**config.mk**
```make
export PLATFORM = sky130hd
export DESIGN_NAME = rom_load_arbiter_flat
export DESIGN_NICKNAME = d
export VERILOG_FILES = /design/src/rtl/rom_load_arbiter_if.sv /design/src/rtl/rom_load_arbiter.sv /design/src/flat_wrapper.sv
export SDC_FILE = /design/constraint.sdc
export NUM_CORES = 1
export LEC_CHECK = 0
export ABC_AREA = 1
export CAP_MARGIN = 10
export CORE_ASPECT_RATIO = 0.75
export CORE_UTILIZATION = 42
export CTS_CLUSTER_SIZE = 24
export DETAILED_ROUTE_END_ITERATION = 7
export PLACE_DENSITY = 0.73
export SLEW_MARGIN = 40
export SYNTH_ARGS = -nofsm -noshare
export SYNTH_HDL_FRONTEND = slang
export SYNTH_SLANG_ARGS = --single-unit
```
**constraint.sdc**
```tcl
create_clock -name clk -period 1.95 [get_ports clk]
set_input_delay 0.4875 -clock clk [delete_from_list [all_inputs] [get_ports clk]]
set_output_delay 0.4875 -clock clk [all_outputs]
set_load 0.05 [all_outputs]
```
**src/rtl/rom_load_arbiter_if.sv**
```systemverilog
// ---------------------------------------------------------------------------
// rom_load_arbiter_if
// Bundles the loader, core read port and ROM port signals of the SPRINT1 ROM
// arbiter into one interface.
//   slave  : arbiter side (takes loader/CPU requests, drives the ROM)
//   master : environment side (loader, core, ROM storage)
// Signals:
//   dn_download, dn_addr, dn_data, dn_wr : ioctl download path
//   cpu_req, cpu_addr, cpu_data, cpu_ack : core read port
//   mem_addr, mem_wdata, mem_we, mem_rdata : ROM storage port (sync read)
//   core_reset_n                         : active-low core reset
//   dl_count, dl_stray                   : download statistics
// ---------------------------------------------------------------------------
interface rom_load_arbiter_if #(
  parameter int ADDR_W = 17,
  parameter int DATA_W = 8
);
  logic              dn_download;
  logic [ADDR_W-1:0] dn_addr;
  logic [DATA_W-1:0] dn_data;
  logic              dn_wr;
  logic              cpu_req;
  logic [ADDR_W-1:0] cpu_addr;
  logic [DATA_W-1:0] cpu_data;
  logic              cpu_ack;
  logic [ADDR_W-1:0] mem_addr;
  logic [DATA_W-1:0] mem_wdata;
  logic              mem_we;
  logic [DATA_W-1:0] mem_rdata;
  logic              core_reset_n;
  logic [ADDR_W:0]   dl_count;
  logic              dl_stray;

  modport slave (
    input  dn_download, dn_addr, dn_data, dn_wr,
    input  cpu_req, cpu_addr, mem_rdata,
    output cpu_data, cpu_ack, mem_addr, mem_wdata, mem_we,
    output core_reset_n, dl_count, dl_stray
  );

  modport master (
    output dn_download, dn_addr, dn_data, dn_wr,
    output cpu_req, cpu_addr, mem_rdata,
    input  cpu_data, cpu_ack, mem_addr, mem_wdata, mem_we,
    input  core_reset_n, dl_count, dl_stray
  );
endinterface

```
**src/rtl/rom_load_arbiter.sv**
```systemverilog
// ---------------------------------------------------------------------------
// rom_load_arbiter
// Shares the SPRINT1 program/graphics ROM between the ioctl download path and
// the core's read port. The core is held in reset while a download runs and
// for RESET_HOLD cycles after it ends (or after system reset).
// Ports:
//   clk    : system clock
//   reset  : asynchronous, active-high reset
//   bus    : rom_load_arbiter_if.slave (loader, CPU read port, ROM port,
//            core_reset_n, dl_count, dl_stray)
// All outputs are registered.
// ---------------------------------------------------------------------------
module rom_load_arbiter #(
  parameter int ADDR_W     = 17,
  parameter int DATA_W     = 8,
  parameter int ROM_BYTES  = 16384,
  parameter int RESET_HOLD = 16
) (
  input  logic           clk,
  input  logic           reset,
  rom_load_arbiter_if.slave bus
);

  localparam int HOLD_W = (RESET_HOLD < 2) ? 1 : $clog2(RESET_HOLD + 1);
  localparam logic [HOLD_W-1:0] HOLD_INIT = HOLD_W'(RESET_HOLD);
  localparam logic [ADDR_W:0]   ROM_LIMIT = (ADDR_W + 1)'(ROM_BYTES);
  localparam logic [ADDR_W:0]   DL_MAX    = {1'b1, {ADDR_W{1'b0}}};

  typedef enum logic [1:0] {S_HOLD, S_LOAD, S_DRAIN, S_RUN} state_t;
  typedef enum logic [1:0] {RD_IDLE, RD_ADDR, RD_DATA, RD_ACK} rd_t;

  state_t            state, state_nxt;
  rd_t               rd, rd_nxt;
  logic [HOLD_W-1:0] hold_cnt, hold_nxt;

  logic              core_reset_n_q, core_reset_n_nxt;
  logic              cpu_ack_q, cpu_ack_nxt;
  logic [DATA_W-1:0] cpu_data_q, cpu_data_nxt;
  logic              mem_we_q, mem_we_nxt;
  logic [ADDR_W-1:0] mem_addr_q, mem_addr_nxt;
  logic [DATA_W-1:0] mem_wdata_q, mem_wdata_nxt;
  logic [ADDR_W:0]   dl_count_q, dl_count_nxt;
  logic              dl_stray_q, dl_stray_nxt;

  logic              wr_ok;

  // Writes beyond the writable ROM window are silently dropped.
  assign wr_ok = bus.dn_wr && ({1'b0, bus.dn_addr} < ROM_LIMIT);

  // State, hold counter and read-phase registers.
  always_ff @(posedge clk or posedge reset) begin
    if (reset) begin
      state    <= S_HOLD;
      rd       <= RD_IDLE;
      hold_cnt <= HOLD_INIT;
    end else begin
      state    <= state_nxt;
      rd       <= rd_nxt;
      hold_cnt <= hold_nxt;
    end
  end

  // Output registers; an async reset also discards a write in flight.
  always_ff @(posedge clk or posedge reset) begin
    if (reset) begin
      core_reset_n_q <= 1'b0;
      cpu_ack_q      <= 1'b0;
      cpu_data_q     <= '0;
      mem_we_q       <= 1'b0;
      mem_addr_q     <= '0;
      mem_wdata_q    <= '0;
      dl_count_q     <= '0;
      dl_stray_q     <= 1'b0;
    end else begin
      core_reset_n_q <= core_reset_n_nxt;
      cpu_ack_q      <= cpu_ack_nxt;
      cpu_data_q     <= cpu_data_nxt;
      mem_we_q       <= mem_we_nxt;
      mem_addr_q     <= mem_addr_nxt;
      mem_wdata_q    <= mem_wdata_nxt;
      dl_count_q     <= dl_count_nxt;
      dl_stray_q     <= dl_stray_nxt;
    end
  end

  // Next-state and next-output logic. A captured download write goes
  // straight into the ROM port registers, so capture and issue of
  // consecutive strobes overlap and back-to-back writes are never lost.
  always_comb begin
    state_nxt        = state;
    rd_nxt           = rd;
    hold_nxt         = hold_cnt;
    core_reset_n_nxt = 1'b0;
    cpu_ack_nxt      = 1'b0;
    cpu_data_nxt     = cpu_data_q;
    mem_we_nxt       = 1'b0;
    mem_addr_nxt     = mem_addr_q;
    mem_wdata_nxt    = mem_wdata_q;
    dl_count_nxt     = dl_count_q;
    // In LOAD a strobe with dn_download low is the final write of the
    // download, not a stray one.
    dl_stray_nxt     = dl_stray_q |
                       (bus.dn_wr & ~bus.dn_download & (state != S_LOAD));

    case (state)
      S_HOLD: begin
        if (bus.dn_download) begin
          state_nxt    = S_LOAD;
          dl_count_nxt = '0;
        end else if (hold_cnt <= HOLD_W'(1)) begin
          state_nxt        = S_RUN;
          hold_nxt         = '0;
          core_reset_n_nxt = 1'b1;
        end else begin
          hold_nxt = hold_cnt - HOLD_W'(1);
        end
      end

      S_LOAD: begin
        if (wr_ok) begin
          mem_we_nxt    = 1'b1;
          mem_addr_nxt  = bus.dn_addr;
          mem_wdata_nxt = bus.dn_data;
          if (dl_count_q != DL_MAX) begin
            dl_count_nxt = dl_count_q + (ADDR_W + 1)'(1);
          end
        end
        if (!bus.dn_download) begin
          state_nxt = S_DRAIN;
        end
      end

      // Any write captured on the last LOAD cycle is on the ROM port now.
      S_DRAIN: begin
        state_nxt = S_HOLD;
        hold_nxt  = HOLD_INIT;
      end

      S_RUN: begin
        if (bus.dn_download) begin
          // Abandon any outstanding read without acknowledging it.
          state_nxt    = S_LOAD;
          rd_nxt       = RD_IDLE;
          dl_count_nxt = '0;
        end else begin
          core_reset_n_nxt = 1'b1;
          case (rd)
            RD_IDLE: begin
              if (bus.cpu_req) begin
                mem_addr_nxt = bus.cpu_addr;
                rd_nxt       = RD_ADDR;
              end
            end
            RD_ADDR: rd_nxt = RD_DATA;
            RD_DATA: begin
              cpu_data_nxt = bus.mem_rdata;
              cpu_ack_nxt  = 1'b1;
              rd_nxt       = RD_ACK;
            end
            default: rd_nxt = RD_IDLE;
          endcase
        end
      end

      default: begin
        state_nxt = S_HOLD;
        hold_nxt  = HOLD_INIT;
      end
    endcase
  end

  assign bus.core_reset_n = core_reset_n_q;
  assign bus.cpu_ack      = cpu_ack_q;
  assign bus.cpu_data     = cpu_data_q;
  assign bus.mem_we       = mem_we_q;
  assign bus.mem_addr     = mem_addr_q;
  assign bus.mem_wdata    = mem_wdata_q;
  assign bus.dl_count     = dl_count_q;
  assign bus.dl_stray     = dl_stray_q;

endmodule

```
**src/flat_wrapper.sv**
```systemverilog
// flat-port wrapper written by rule: the top's interface ports become plain ports
module rom_load_arbiter_flat 
#(
  parameter int ADDR_W     = 17,
  parameter int DATA_W     = 8,
  parameter int ROM_BYTES  = 16384,
  parameter int RESET_HOLD = 16
)
  (clk, reset, bus_dn_download, bus_dn_addr, bus_dn_data, bus_dn_wr, bus_cpu_req, bus_cpu_addr, bus_mem_rdata, bus_cpu_data, bus_cpu_ack, bus_mem_addr, bus_mem_wdata, bus_mem_we, bus_core_reset_n, bus_dl_count, bus_dl_stray);
  rom_load_arbiter_if #(.ADDR_W(ADDR_W), .DATA_W(DATA_W)) bus_i ();
  input  logic clk;
  input  logic reset;
  input wire logic [$bits(bus_i.dn_download)-1:0] bus_dn_download;
  input wire logic [$bits(bus_i.dn_addr)-1:0] bus_dn_addr;
  input wire logic [$bits(bus_i.dn_data)-1:0] bus_dn_data;
  input wire logic [$bits(bus_i.dn_wr)-1:0] bus_dn_wr;
  input wire logic [$bits(bus_i.cpu_req)-1:0] bus_cpu_req;
  input wire logic [$bits(bus_i.cpu_addr)-1:0] bus_cpu_addr;
  input wire logic [$bits(bus_i.mem_rdata)-1:0] bus_mem_rdata;
  output wire logic [$bits(bus_i.cpu_data)-1:0] bus_cpu_data;
  output wire logic [$bits(bus_i.cpu_ack)-1:0] bus_cpu_ack;
  output wire logic [$bits(bus_i.mem_addr)-1:0] bus_mem_addr;
  output wire logic [$bits(bus_i.mem_wdata)-1:0] bus_mem_wdata;
  output wire logic [$bits(bus_i.mem_we)-1:0] bus_mem_we;
  output wire logic [$bits(bus_i.core_reset_n)-1:0] bus_core_reset_n;
  output wire logic [$bits(bus_i.dl_count)-1:0] bus_dl_count;
  output wire logic [$bits(bus_i.dl_stray)-1:0] bus_dl_stray;
  assign bus_i.dn_download = bus_dn_download;
  assign bus_i.dn_addr = bus_dn_addr;
  assign bus_i.dn_data = bus_dn_data;
  assign bus_i.dn_wr = bus_dn_wr;
  assign bus_i.cpu_req = bus_cpu_req;
  assign bus_i.cpu_addr = bus_cpu_addr;
  assign bus_i.mem_rdata = bus_mem_rdata;
  assign bus_cpu_data = bus_i.cpu_data;
  assign bus_cpu_ack = bus_i.cpu_ack;
  assign bus_mem_addr = bus_i.mem_addr;
  assign bus_mem_wdata = bus_i.mem_wdata;
  assign bus_mem_we = bus_i.mem_we;
  assign bus_core_reset_n = bus_i.core_reset_n;
  assign bus_dl_count = bus_i.dl_count;
  assign bus_dl_stray = bus_i.dl_stray;
  rom_load_arbiter #(.ADDR_W(ADDR_W), .DATA_W(DATA_W), .ROM_BYTES(ROM_BYTES), .RESET_HOLD(RESET_HOLD)) u_core (.clk(clk), .reset(reset), .bus(bus_i));
endmodule
```
==> impl_summary.txt, run 1 <==
----------------------------------------------------
[CTS]
  CTS-repair resized insts ... 2
  CTS tree ... done
  Postcts setup bufs ... 0
  Post-CTS Hold Buffers ... 0
  Clock-pin slew on the worst setup and hold paths ... 70 ps
  TritonCTS buffer count ... 9
  Worst-skew pair later-pin latency ... 340 ps
  Clock Sink Count ... 64
  Number of buffers between clock root and the deepest sink ... 2
  Clock Root Buffer ... clkbuf_8
  Htree depth ... 3

[Drt]
  Residual antenna-violating net count after detailed routing ... 0
  Total met2 wirelength after detailed routing ... 3.72 mm
  Routed wire length on met3 ... 524 um
  Routed metal-1 wire length ... 4.00 mm
  DR top layer ... met4
  Drt total wl ... 8.43 mm
  Drc violations ... 0
  Via count of the routed design ... 3,078
  Detailed-routing iteration count for the pre-antenna-repair pass ... 4
  Via density per instance ... 4.87
  Number of DRC markers after the initial detailed-route iteration ... 160
  Wire length per cell ... 13.3 um

[Global routing]
  Largest net degree at the start of global routing ... 35
  Overflow after GRT ... 0
  Initial antenna violation count ... 0
  Via count of the first global-routing pass ... 2,887
  Tot GR Track Use ... 20.9%
  Global-route wire length before repair ... 13.8 mm

[Layout]
  Share of layout cells above drive strength 1 ... 23.3%
  Layout-stage area growth over the synthesis result ... 37.8%
  Commonest cells after routing, fill and taps aside ... 107 x nand2_1, 69 x nor2_1, 63 x dfrtp_1
  Most common cell after layout, fill and taps aside ... nand2_1
  Total Nets Final ... 589
  Area of all placed cells without fillers ... 0.00477 mm2
  Layout Utilization ... 60.0%
  Final antenna diode count ... 0

[Pwr]
  Leakage power total ... 2.21 nW
  Ratio of total power to cell area ... 1530 mW/mm2
  Worst vdd rail ir drop ... 0.739 mV
  Total Power ... 0.00728 W

[Logic synthesis]
  Distinct cell type count of the synthesized netlist ... 34
  Area fraction in compound gates after synthesis ... 13.7%
  Post-synthesis mux area share ... 2.60%
  Syn avg cell area ... 8.61 um2
  Register bit total from synthesis ... 64
  EDFF count, synth ... 0
  Xor-xnor portion of the synthesized cell area ... 3.04%
  Prevailing post-synth register cell ... dfrtp_1
  Simple-gate share of the synthesized area ... 24.6%
  Synthesized instance count ... 402
  Async set or reset register ratio after synthesis ... 100%
  Adder and majority gate portion of the synthesized area ... 3.98%
  Combinational family with the most area after synthesis ... simple AND/OR/NAND/NOR gates
  Netlist Area Pre-Place ... 0.00346 mm2
  Fraction of the yosys area taken by sequential cells ... 46.3%
  Syn. warnings ... 0
  Syn_nets ... 468

[STA]
  Total setup violations reported at the end of the flow ... 0
  Worst max-slew margin expressed relative to the limit ... 67.2%
  Worst Tran Pin Value ... 495 ps
  Final clock skew ... 8.49 ps
  Hold violation count in the final report ... 0
  Maximum operating frequency ... 547 MHz
  Post-layout minimum cycle time ... 1830 ps
  Setup repair after global routing missed its margin ... no
  Period utilisation layout ... 93.7%
  Max Slew Vio Count ... 0

[Placement]
  DP Wirelength ... 6.40 mm
  GPL Wtd Cong ... 0.936
  Total cell area at the placement stage ... 0.00459 mm2
  Count of input and output buffers ... 109

[Setup path]
  Critical path startpoint ... u_core.state[0]
  Slack of the worst reg-to-reg path ... 120 ps
  Kind of critical path ... reg -> reg
  Max Fanout on Critical Path ... 19
  Sort of element at the start of the critical path ... register
  Critical path endpoint category ... register
  Worst EP required ... 2240 ps
  Critical path arrival ... 2110 ps
  Source of the worst register-to-register timing path ... u_core.state[0]

[Die]
  Core box area ... 0.00795 mm2
  Initial Utilization ... 43.5%
  Floorplan die area ... 0.00861 mm2
  Number of core rows ... 28
  I/O pin cnt ... 110
  Die H ... 80.6 um
  Chip width ... 107 um

[Hold path]
  Worst Hold Class ... in -> async

[Outcome]
  Result of the run ... finished, final reports clean

[Job]
  Maximum Capacitance Violations ... 0

----------------------------------------------------
through the flow:
step | cells | setup WS (ps) | hold slack [ps] | TNS, ps
floorplan | 402 | 209 | 489 | 0
global placement | 617 | -35.3 | 459 | -402
detailed placement | 617 | -44.7 | 467 | -379
CTS | 632 | 110 | 461 | 0
global route | 632 | 0.945 | 478 | 0
finish | 632 | 123 | 461 | 0
registers in the layout, summed over array words and instances (netlist names):
signal and cells:
u_core.bus.mem_wdata 8, u_core.state 2, u_core.hold_cnt 5, u_core.bus.cpu_ack 1, u_core.bus.cpu_data 8, u_core.bus.core_reset_n 1, u_core.bus.dl_stray 1, u_core.bus.mem_addr 17
u_core.bus.dl_count 18, u_core.bus.mem_we 1, u_core.rd 2
metal layers:
layer | up-vias | global-route usage, %
li1 | 1545 | -
met1 | 1415 | 27.4
met2 | 101 | 33.3
met3 | 17 | 5.11
met4 | 0 | 8.49
met5 | - | 0
worst paths after layout:
check | end | depth (start not counted)
max in group asynchronous | u_core.hold_cnt[4] | 3
max | u_core.bus.dl_count[10] | 9
min | u_core.bus.mem_wdata[7] | 2
min in group clk | u_core.bus.cpu_data[7] | 2
max reg2reg | u_core.bus.dl_count[10] | 9
min reg2reg | u_core.bus.cpu_data[7] | 2
power by group:
group	total, W	switching [W]	leakage (nW)	internal [W]
combinational	0.00412	0.00270	1.31	0.00143
sequential	0.00206	0.000288	0.804	0.00177
clock	0.00109	0.000517	0.0948	0.000578
worst max-delay path, cell delays in order (launching register included):
cell     delay (ps)
dfrtp_1         420
inv_1           110
ha_1            400
nand2_1         120
o21ai_2          70
nor2_4          150
nand2_4         170
nor2_4          190
nand2_1          70
nand2_1          70
synthesized netlist by cell type, types with 3 or more instances:
library cell	number	area share (%)
nand2_1	107	12
nor2_1	69	7.5
dfrtp_1	63	46
inv_1	24	2.6
o21ai_0	20	2.9
o21ai_2	19	4.8
o21a_1	17	3.7
ha_1	11	4.0
nand3_1	11	1.6
mux2_2	8	2.6
xor2_1	7	1.8
buf_6	6	2.0
a21oi_1	5	0.72
xnor2_1	5	1.3
nor2_4	4	1.3
inv_2	3	0.33
layout make-up:
class | count | area [um2]
timing repair buffer | 120 | 1090
multi-input combinational | 301 | 1660
fill | 692 | 3180
clock buffer | 9 | 124
inverter | 27 | 105
clock inverter | 6 | 61.3
sequential | 64 | 1600
tap | 105 | 131
logic make-up (layout without fill, tap and decap cells):
family,Yosys count,after routing
adders and majority gates,11,11
and+or+nand+nor,201,201
DFF,64,64
muxes,8,8
xor gates and xnor gates,12,12
AOI/OAI and AO/OA,69,69
buffers and inverters,37,162
Power figures use the tool's default switching activity.
==> run 2: changes to the inputs <==
Settings changed: ABC_CLOCK_PERIOD_IN_PS from default to 1950, CORE_MARGIN from default to 10.
==> run 2 against run 1 <==
  * Via count is 0.94% lower
  * Largest power group unchanged
  * Total power is 1.7% higher
  * First-iteration DRC count is 33% higher
==> impl_summary.txt, run 2 (synthesis results as in run 1) <==
----------------------------------------------------
[Outcome]
  Result of the run ... finished, final reports clean

[Layout]
  Commonest cells after routing, fill and taps aside ... 107 x nand2_1, 69 x nor2_1, 66 x buf_4
  Combined area of the multi-input logic cells ... 0.00166 mm2
  Most common cell after layout, fill and taps aside ... nand2_1
  Final antenna diode count ... 0
  Number of fillers in the final layout ... 673
  Share of layout cells above drive strength 1 ... 24.1%
  Count of non-filler cells in the finished layout ... 636
  Number of flip-flops under the largest register name ... 18
  Total Nets Final ... 593
  FF/Latch Area ... 0.00160 mm2
  Area of all placed cells without fillers ... 0.00480 mm2
  Layout-stage area growth over the synthesis result ... 38.6%

[CTS]
  Htree depth ... 3
  CTS tree ... done
  Clock Sink Count ... 64
  Post-CTS Hold Buffers ... 0
  TritonCTS buffer count ... 9
  CTS-repair resized insts ... 0
  Clock-pin slew on the worst setup and hold paths ... 70 ps
  Postcts setup bufs ... 0
  Worst-skew pair later-pin latency ... 330 ps
  Clock Root Buffer ... clkbuf_8
  Number of buffers between clock root and the deepest sink ... 2

[Setup path]
  Max Fanout on Critical Path ... 19
  Sort of element at the start of the critical path ... register
  Depth of the worst register-to-register path ... 10
  Slack of the worst reg-to-reg path ... 140 ps
  Critical path endpoint category ... register
  CP peak stage delay ... 420 ps
  Critical path arrival ... 2080 ps
  Worst EP required ... 2220 ps
  Top cell family by delay on the critical path ... simple AND/OR/NAND/NOR gates
  Worst reg2reg path endpoint ... u_core.bus.dl_count[13]
  Buffers plus inverters on the worst setup path ... 2
  Critical Path, Cell by Cell ... inv_1 -> ha_1 -> inv_2 -> nand2_1 -> o21ai_2 -> nor2_4 -> nand2_4 -> nor2_4 -> nand2_1 -> nand2_1
  CP max stage cell ... dfrtp_1
  Source of the worst register-to-register timing path ... u_core.state[1]
  Critical path startpoint ... u_core.state[1]
  Library cell appearing most often on the critical path ... nand2_1
  Kind of critical path ... reg -> reg

[Drt]
  Wire length per cell ... 14.9 um
  Via count of the routed design ... 3,049
  Number of DRC markers after the initial detailed-route iteration ... 212
  Via density per instance ... 4.79
  Drt total wl ... 9.45 mm
  Drc violations ... 0
  Detailed-routing iteration count for the pre-antenna-repair pass ... 4
  Residual antenna-violating net count after detailed routing ... 0

[STA]
  Worst Tran Pin Value ... 393 ps
  Total Neg Setup Slack ... 0 ps
  Hold violation count in the final report ... 0
  Period utilisation layout ... 92.8%
  Setup repair after global routing missed its margin ... yes
  Maximum operating frequency ... 552 MHz
  Total setup violations reported at the end of the flow ... 0
  Hold_ws ... 473 ps
  Post-layout minimum cycle time ... 1810 ps
  Final clock skew ... 5.99 ps
  Worst max-slew margin expressed relative to the limit ... 73.7%
  Max Slew Vio Count ... 0

[Die]
  Floorplan die area ... 0.0123 mm2
  I/O pin cnt ... 110
  Core box area ... 0.00795 mm2
  Number of core rows ... 28
  Chip width ... 125 um
  Initial Utilization ... 43.5%
  Die H ... 98.6 um

[Global routing]
  Via count of the first global-routing pass ... 2,903
  Initial antenna violation count ... 0
  Global-route wire length before repair ... 15.4 mm
  Tot GR Track Use ... 15.1%
  Overflow after GRT ... 0
  Largest net degree at the start of global routing ... 35

[Hold path]
  Worst Hold Class ... reg -> reg
  Hold path cells ... 2
  Start point of the worst hold path ... u_core.bus.cpu_data[6]
  Worst hold path endpoint ... u_core.bus.cpu_data[6]

[Placement]
  GPL Wtd Cong ... 0.905
  Inst Count DP ... 621
  Total cell area at the placement stage ... 0.00461 mm2
  DP Wirelength ... 7.26 mm
  Count of input and output buffers ... 109

[Job]
  Maximum Capacitance Violations ... 0

[Pwr]
  Leakage power total ... 2.23 nW
  Ratio of total power to cell area ... 1540 mW/mm2
  Worst vdd rail ir drop ... 0.999 mV

----------------------------------------------------
-- run 2: cell types whose count changed in the layout (fill, tap and decap cells not counted) --
cell,before,now
clkbuf_1,0,1
clkbuf_8,9,10
clkinvlp_4,2,1
buf_4,60,66
clkinv_4,1,0
dlygate4sd2_1,2,0
-- run 2: worst max-delay path by stage --
stage / endpoint / slack [ps] / depth (start not counted)
CTS: u_core.bus.dl_count[17] / 140 / 10
floorplan: u_core.bus.dl_count[16] / 210 / 7
detailed placement: u_core.bus.mem_wdata[5] / -60 / 6
global placement: u_core.bus.mem_wdata[7] / -20 / 6
global route: u_core.bus.dl_count[17] / -10 / 11
finish: u_core.bus.dl_count[13] / 140 / 10
-- run 2: metal layers --
metal	wire length (um)	vias up	share of wire [%]	GRT usage (%)
met5	0	-	0	0
met4	135	0	1.4	4.68
met1	4550	1406	48	20.2
met3	405	11	4.3	3.32
li1	-	1546	-	-
met2	4360	86	46	23.9
-- run 2: final cells by class --
type | instances | share of cell area [%]
Tap cell | 105 | 2.74
Multi-Input combinational cell | 301 | 34.5
Clock inverter | 4 | 0.938
Inverter | 27 | 2.19
Sequential cell | 64 | 33.4
Timing Repair Buffer | 124 | 23.3
Clock buffer | 11 | 2.95
-- run 2: through the flow --
stage / setup WS [ps] / utilization (%) / power [W]
after global routing: -14.6 / 60.4 / 0.00791
after CTS: 142 / 60.4 / 0.00746
final: 140 / 60.4 / 0.00741
after floorplan: 209 / - / 0.00514
after detailed placement: -64.0 / 58.0 / 0.00633
after global placement: -15.9 / 58.0 / 0.00624
-- run 2: report_power, final --
part | switching (W) | leakage [nW] | internal [W]
clock network | 0.000489 | 0.0989 | 0.000612
registers | 0.000279 | 0.804 | 0.00177
logic | 0.00277 | 1.32 | 0.00148
-- run 2: worst min-delay path, stage by stage (launching register included) --
cell and delay, ps:
dfrtp_1 340, nand2_1 50, nand2_1 50
==> run 3: changes to the inputs <==
Settings changed: SKIP_CTS_REPAIR_TIMING from default to 1, TNS_END_PERCENT from default to 50.
==> results of run 3 <==
Same layout as run 2: the final DEF is identical, and so are final timing and power.
==> edit 1: new RTL, settings of run 3 <==
Make the reset (`reset`) synchronous in 2 clocked blocks. Comments in the files are not updated.
--- a/src/rtl/rom_load_arbiter.sv
+++ b/src/rtl/rom_load_arbiter.sv
@@ -48,7 +48,7 @@
   assign wr_ok = bus.dn_wr && ({1'b0, bus.dn_addr} < ROM_LIMIT);
 
   // State, hold counter and read-phase registers.
-  always_ff @(posedge clk or posedge reset) begin
+  always_ff @(posedge clk) begin
     if (reset) begin
       state    <= S_HOLD;
       rd       <= RD_IDLE;
@@ -61,7 +61,7 @@
   end
 
   // Output registers; an async reset also discards a write in flight.
-  always_ff @(posedge clk or posedge reset) begin
+  always_ff @(posedge clk) begin
     if (reset) begin
       core_reset_n_q <= 1'b0;
       cpu_ack_q      <= 1'b0;
Check against the original RTL: differs if reset is asserted again (counterexample within 4 cycles, from zero or initial values and one cycle with reset high); with reset held inactive, the same outputs for 10 cycles.
==> edit 1 against run 3 <==
  * Cell area is 4.2% lower
  * Synthesized cell count up 19%
  * Global-route usage grew 1.5 points
  * Sequential power fell by 18%
  * Wire length grew 5.2%
  * Synthesized area is 7.8% lower
  * Total power shrank 26%
  * Non-clock buffer count rose by 7
  * Worst setup slack lost 13 ps
  * Sequential cell count stayed put
  * Largest cell class unchanged
  * Largest power group unchanged
  * Highest routed layer unchanged
==> edit 1: results (changes against run 3) <==
INFO  metric status = completed
INFO  metric synth.distinct_cells = 32 (-5.9%)
INFO  metric wirelength = 9.95 mm (+5.2%)
INFO  metric hold_path_depth = 2 (unchanged)
INFO  metric grt_max_degree = 21 (-40%)
INFO  metric synth.yosys.seq_area_share = 40.1% (-6.2 points)
INFO  metric grtUsageTotal = 16.6% (+1.5 points)
INFO  metric synth_commonest_cells = nand2_1 (122), nor2_1 (77), dfxtp_1 (64)
INFO  metric worst_reg2reg_path_depth = 8 (-2)
INFO  metric placedInstanceArea = 4390 µm² (-4.8%)
INFO  metric cts-buffers-inserted = 9 (unchanged)
INFO  metric cp_slowest_cell = clkdlybuf4s50_1
INFO  metric maximum_single_stage_delay_on_the_critical_path = 430 ps
INFO  metric clock_tree.root_cell = clkbuf_8
INFO  metric slew_headroom = 70.5% (-3.3 points)
INFO  metric place.detailed.hpwl = 7.81 mm (+7.7%)
INFO  metric global_route_wire_length_before_repair = 15.8 mm (+2.5%)
INFO  metric timing.critical_path.fanout_max = 8 (-11)
INFO  metric final_nets = 669 (+13%)
INFO  metric r2r_setup_slack = 210 ps (+70 ps)
INFO  metric drive_above_1_share = 17.4% (-6.7 points)
INFO  metric initialDrtViolationCount = 189 (-11%)
INFO  metric dominantRegCellSynth = dfxtp_1
INFO  metric drt-pass1-iter-count = 4 (unchanged)
INFO  metric vdd.ir_drop.worst = 0.702 mV (-30%)
INFO  metric synth.net_count = 542 (+16%)
INFO  metric finClkSkew = 8.67 ps (+2.68 ps)
INFO  metric grt_pass1_vias = 3259 (+12%)
INFO  metric synth_top_cells_by_area = dfxtp_1 (40%), nand2_1 (14%), nor2_1 (9.1%)
INFO  metric yosysWarnings = 0 (unchanged)
INFO  metric static-leakage-power = 1.99 nW (-10%)
INFO  metric worst_r2r_endpoint = u_core.state[1]
INFO  metric arrival = 2040 ps (-40 ps)
INFO  metric r2r_startpoint = u_core.state[0]
INFO  metric netSwitchingFraction = 42.6% (-5.1 points)
INFO  metric dr_total_vias = 3422 (+12%)
INFO  metric hold_path.startpoint = u_core.bus.mem_wdata[5]
INFO  metric async_reset_ff_share = 0% (-100 points)
INFO  metric clock_insertion_delay_worst_skew = 330 ps (about the same)
INFO  metric gp_routability_congestion = 0.854 (-5.7%)
INFO  metric ctsLongestPathBuffers = 2 (unchanged)
INFO  metric hold_path_end = u_core.bus.mem_wdata[5]
## edit 1: kinds of logic after synthesis
group,after synthesis,synth area share [%]
AND/OR/NAND/NOR,233,29.6
AO/OA/AOI/OAI,96,16.2
buffers and inverters,68,8.46
flip-flops,64,40.1
adder cells (fa/ha/maj),10,3.92
XOR/XNOR,6,1.65
## edit 1: area by class of cell
type | instances | area [µm²]
flip-flops and latches | 64 | 1280
repair buffers | 131 | 1140
clock inverters | 4 | 45.0
inverters | 53 | 199
fillers | 709 | 2770
well taps | 101 | 126
multi-input cells | 345 | 1660
clock buffers | 11 | 141
## edit 1: how the worst max path moves through the flow
stage | from | end | slack [ps]
6_report | bus_dn_addr[15] | u_core.bus.dl_count[11] | 130
5_1_grt | bus_dn_addr[15] | u_core.bus.dl_count[11] | 20
4_1_cts | u_core.state[0] | u_core.bus.dl_count[11] | 100
3_5_place_dp | bus_dn_addr[15] | u_core.bus.dl_count[11] | -200
3_3_place_gp | bus_dn_addr[15] | u_core.bus.dl_count[11] | -170
2_1_floorplan | u_core.bus.dl_count[1] | u_core.bus.dl_count[16] | 200
## edit 1: power by group through the flow
stage / clock [mW] / combinational (mW) / sequential (mW)
after floorplan: 0 / 1.11 / 2.32
after global placement: 0 / 2.62 / 1.70
after detailed placement: 0 / 2.67 / 1.72
after CTS: 1.12 / 2.68 / 1.69
after global routing: 1.19 / 2.96 / 1.72
final: 1.10 / 2.71 / 1.69
## edit 1: worst min-delay path, stage by stage (launching register included)
cell     delay, ps
dfxtp_1        310
inv_1           50
a21oi_1         50
## edit 1: stage by stage
stage	hold WS [ps]	cells	setup WS (ps)	utilization, %
final	447	709	127	62.4
after global routing	471	709	17.0	62.4
after CTS	451	709	103	62.2
after detailed placement	440	694	-203	59.6
after global placement	432	694	-167	59.6
after floorplan	439	477	195	-
## edit 1: layer usage
metal	wire length, µm	vias to the layer above	global-route usage (%)
li1	-	1771	-
met1	4830	1538	22.0
met3	652	9	5.43
met4	64	0	2.81
met2	4410	104	26.0
met5	0	-	0
==> edit 2: new RTL, flow settings as in run 3 <==
Without the edit above. `RESET_HOLD` is set to 16 in 2 places; all go to 32.
--- a/src/rtl/rom_load_arbiter.sv
+++ b/src/rtl/rom_load_arbiter.sv
@@ -14,7 +14,7 @@
   parameter int ADDR_W     = 17,
   parameter int DATA_W     = 8,
   parameter int ROM_BYTES  = 16384,
-  parameter int RESET_HOLD = 16
+  parameter int RESET_HOLD = 32
 ) (
   input  logic           clk,
   input  logic           reset,
--- a/src/flat_wrapper.sv
+++ b/src/flat_wrapper.sv
@@ -4,7 +4,7 @@
   parameter int ADDR_W     = 17,
   parameter int DATA_W     = 8,
   parameter int ROM_BYTES  = 16384,
-  parameter int RESET_HOLD = 16
+  parameter int RESET_HOLD = 32
 )
   (clk, reset, bus_dn_download, bus_dn_addr, bus_dn_data, bus_dn_wr, bus_cpu_req, bus_cpu_addr, bus_mem_rdata, bus_cpu_data, bus_cpu_ack, bus_mem_addr, bus_mem_wdata, bus_mem_we, bus_core_reset_n, bus_dl_count, bus_dl_stray);
   rom_load_arbiter_if #(.ADDR_W(ADDR_W), .DATA_W(DATA_W)) bus_i ();
Check against the original RTL: same outputs for any inputs over 10 cycles, from zero or initial values and one cycle with reset high; that may be too few to reach the edited logic, so the function may still have changed.
==> edit 2 against run 3 <==
  * Worst setup slack gained 60 ps
  * Count of clock-buffer cells in the layout unchanged
  * Critical path depth down 1
  * Synthesized area down 1.3%
  * Critical endpoint is now u_core.bus.dl_count[1]
  * Wire length shrank 2.6%
  * Fmax increased by 3.4%
  * Synthesized cell count is 0.50% higher
  * Combinational power fell by 6.1%
  * Sequential cell count grew 1
  * Cell area down 0.91%
  * Total power fell by 2.9%
  * Largest power group unchanged
==> edit 2: results (changes against run 3) <==
INFO  metric status = completed
INFO  metric maximum_single_stage_delay_on_the_critical_path = 400 ps (-20 ps)
INFO  metric multi_input_gates = 302 (+0.33%)
INFO  metric synth.yosys.seq_area_share = 47.6% (+1.3 points)
INFO  metric synth.net_count = 470 (+0.43%)
INFO  metric clock_area_share = 3.95% (+0.062 points)
INFO  metric grt_max_degree = 66 (+89%)
INFO  metric grt_util_met3 = 5.41% (+2.1 points)
INFO  metric placedInstanceArea = 4560 µm² (-1.1%)
INFO  metric final_nets = 592 (-0.17%)
INFO  metric setup_crit_start = u_core.state[0]
INFO  metric gp_routability_congestion = 0.895 (-1.1%)
INFO  metric slew_headroom = 73.1% (-0.67 points)
INFO  metric wl_per_cell = 14.5 µm (-2.6%)
INFO  metric num-nonclk-inverters = 28 (+3.7%)
INFO  metric static-leakage-power = 2.17 nW (-2.6%)
INFO  metric drive_above_1_share = 21.5% (-2.6 points)
INFO  metric grt_pass1_vias = 2990 (+3.0%)
INFO  metric met1_usage = 18.9% (-1.3 points)
INFO  metric register_area = 1630 µm² (+1.6%)
INFO  metric termination_of_the_worst_setup_path = u_core.bus.dl_count[1]
INFO  metric pre_cts_ws = -61.9 ps (+2.08 ps)
INFO  metric initialDrtViolationCount = 160 (-25%)
INFO  metric worst_reg2reg_path_depth = 9 (-1)
INFO  metric synth_commonest_cells = nand2_1 (100), nor2_1 (75), dfrtp_1 (64)
INFO  metric place_inst = 620 (-0.16%)
INFO  metric period_needed = 1750 ps (-59.7 ps)
INFO  metric hold_path.startpoint = u_core.bus.dl_stray
INFO  metric proportion_of_cell_area_occupied_by_multi_input_gates = 34.2% (-0.34 points)
INFO  metric grtUsageTotal = 15.2% (+0.15 points)
INFO  metric met3WireLength = 507 µm (+25%)
INFO  metric fillerInstances = 720 (+7.0%)
edit 2: cells by family after synthesis:
logic type	synth area share, %
buf+inv	4.94
fa+ha+maj	4.03
compound gates	12.7
flops	47.6
simple gates	24.7
xor+xnor	3.33
mux	2.64
edit 2: worst min path at each step:
stage,slack [ps],depth (start not counted),end
after floorplan,470,2,u_core.hold_cnt[1]
after global placement,450,1,u_core.bus.dl_stray
after detailed placement,460,1,u_core.bus.dl_stray
after CTS,470,1,u_core.bus.dl_stray
after global routing,500,2,u_core.bus.cpu_data[6]
final,470,1,u_core.bus.dl_stray
edit 2: critical path, delay by kind of cell, from the launching register on:
| family | cells | cell delay, ps |
|---|---|---|
| buffers and inverters | 1 | 100 |
| AO/OA/AOI/OAI | 1 | 100 |
| AND/OR/NAND/NOR | 6 | 720 |
| adder cells (fa/ha/maj) | 1 | 390 |
| flip-flops | 1 | 400 |
edit 2: report_power, final:
group / internal (mW) / switching, mW
clock: 0.589 / 0.529
sequential: 1.80 / 0.294
combinational: 1.39 / 2.59
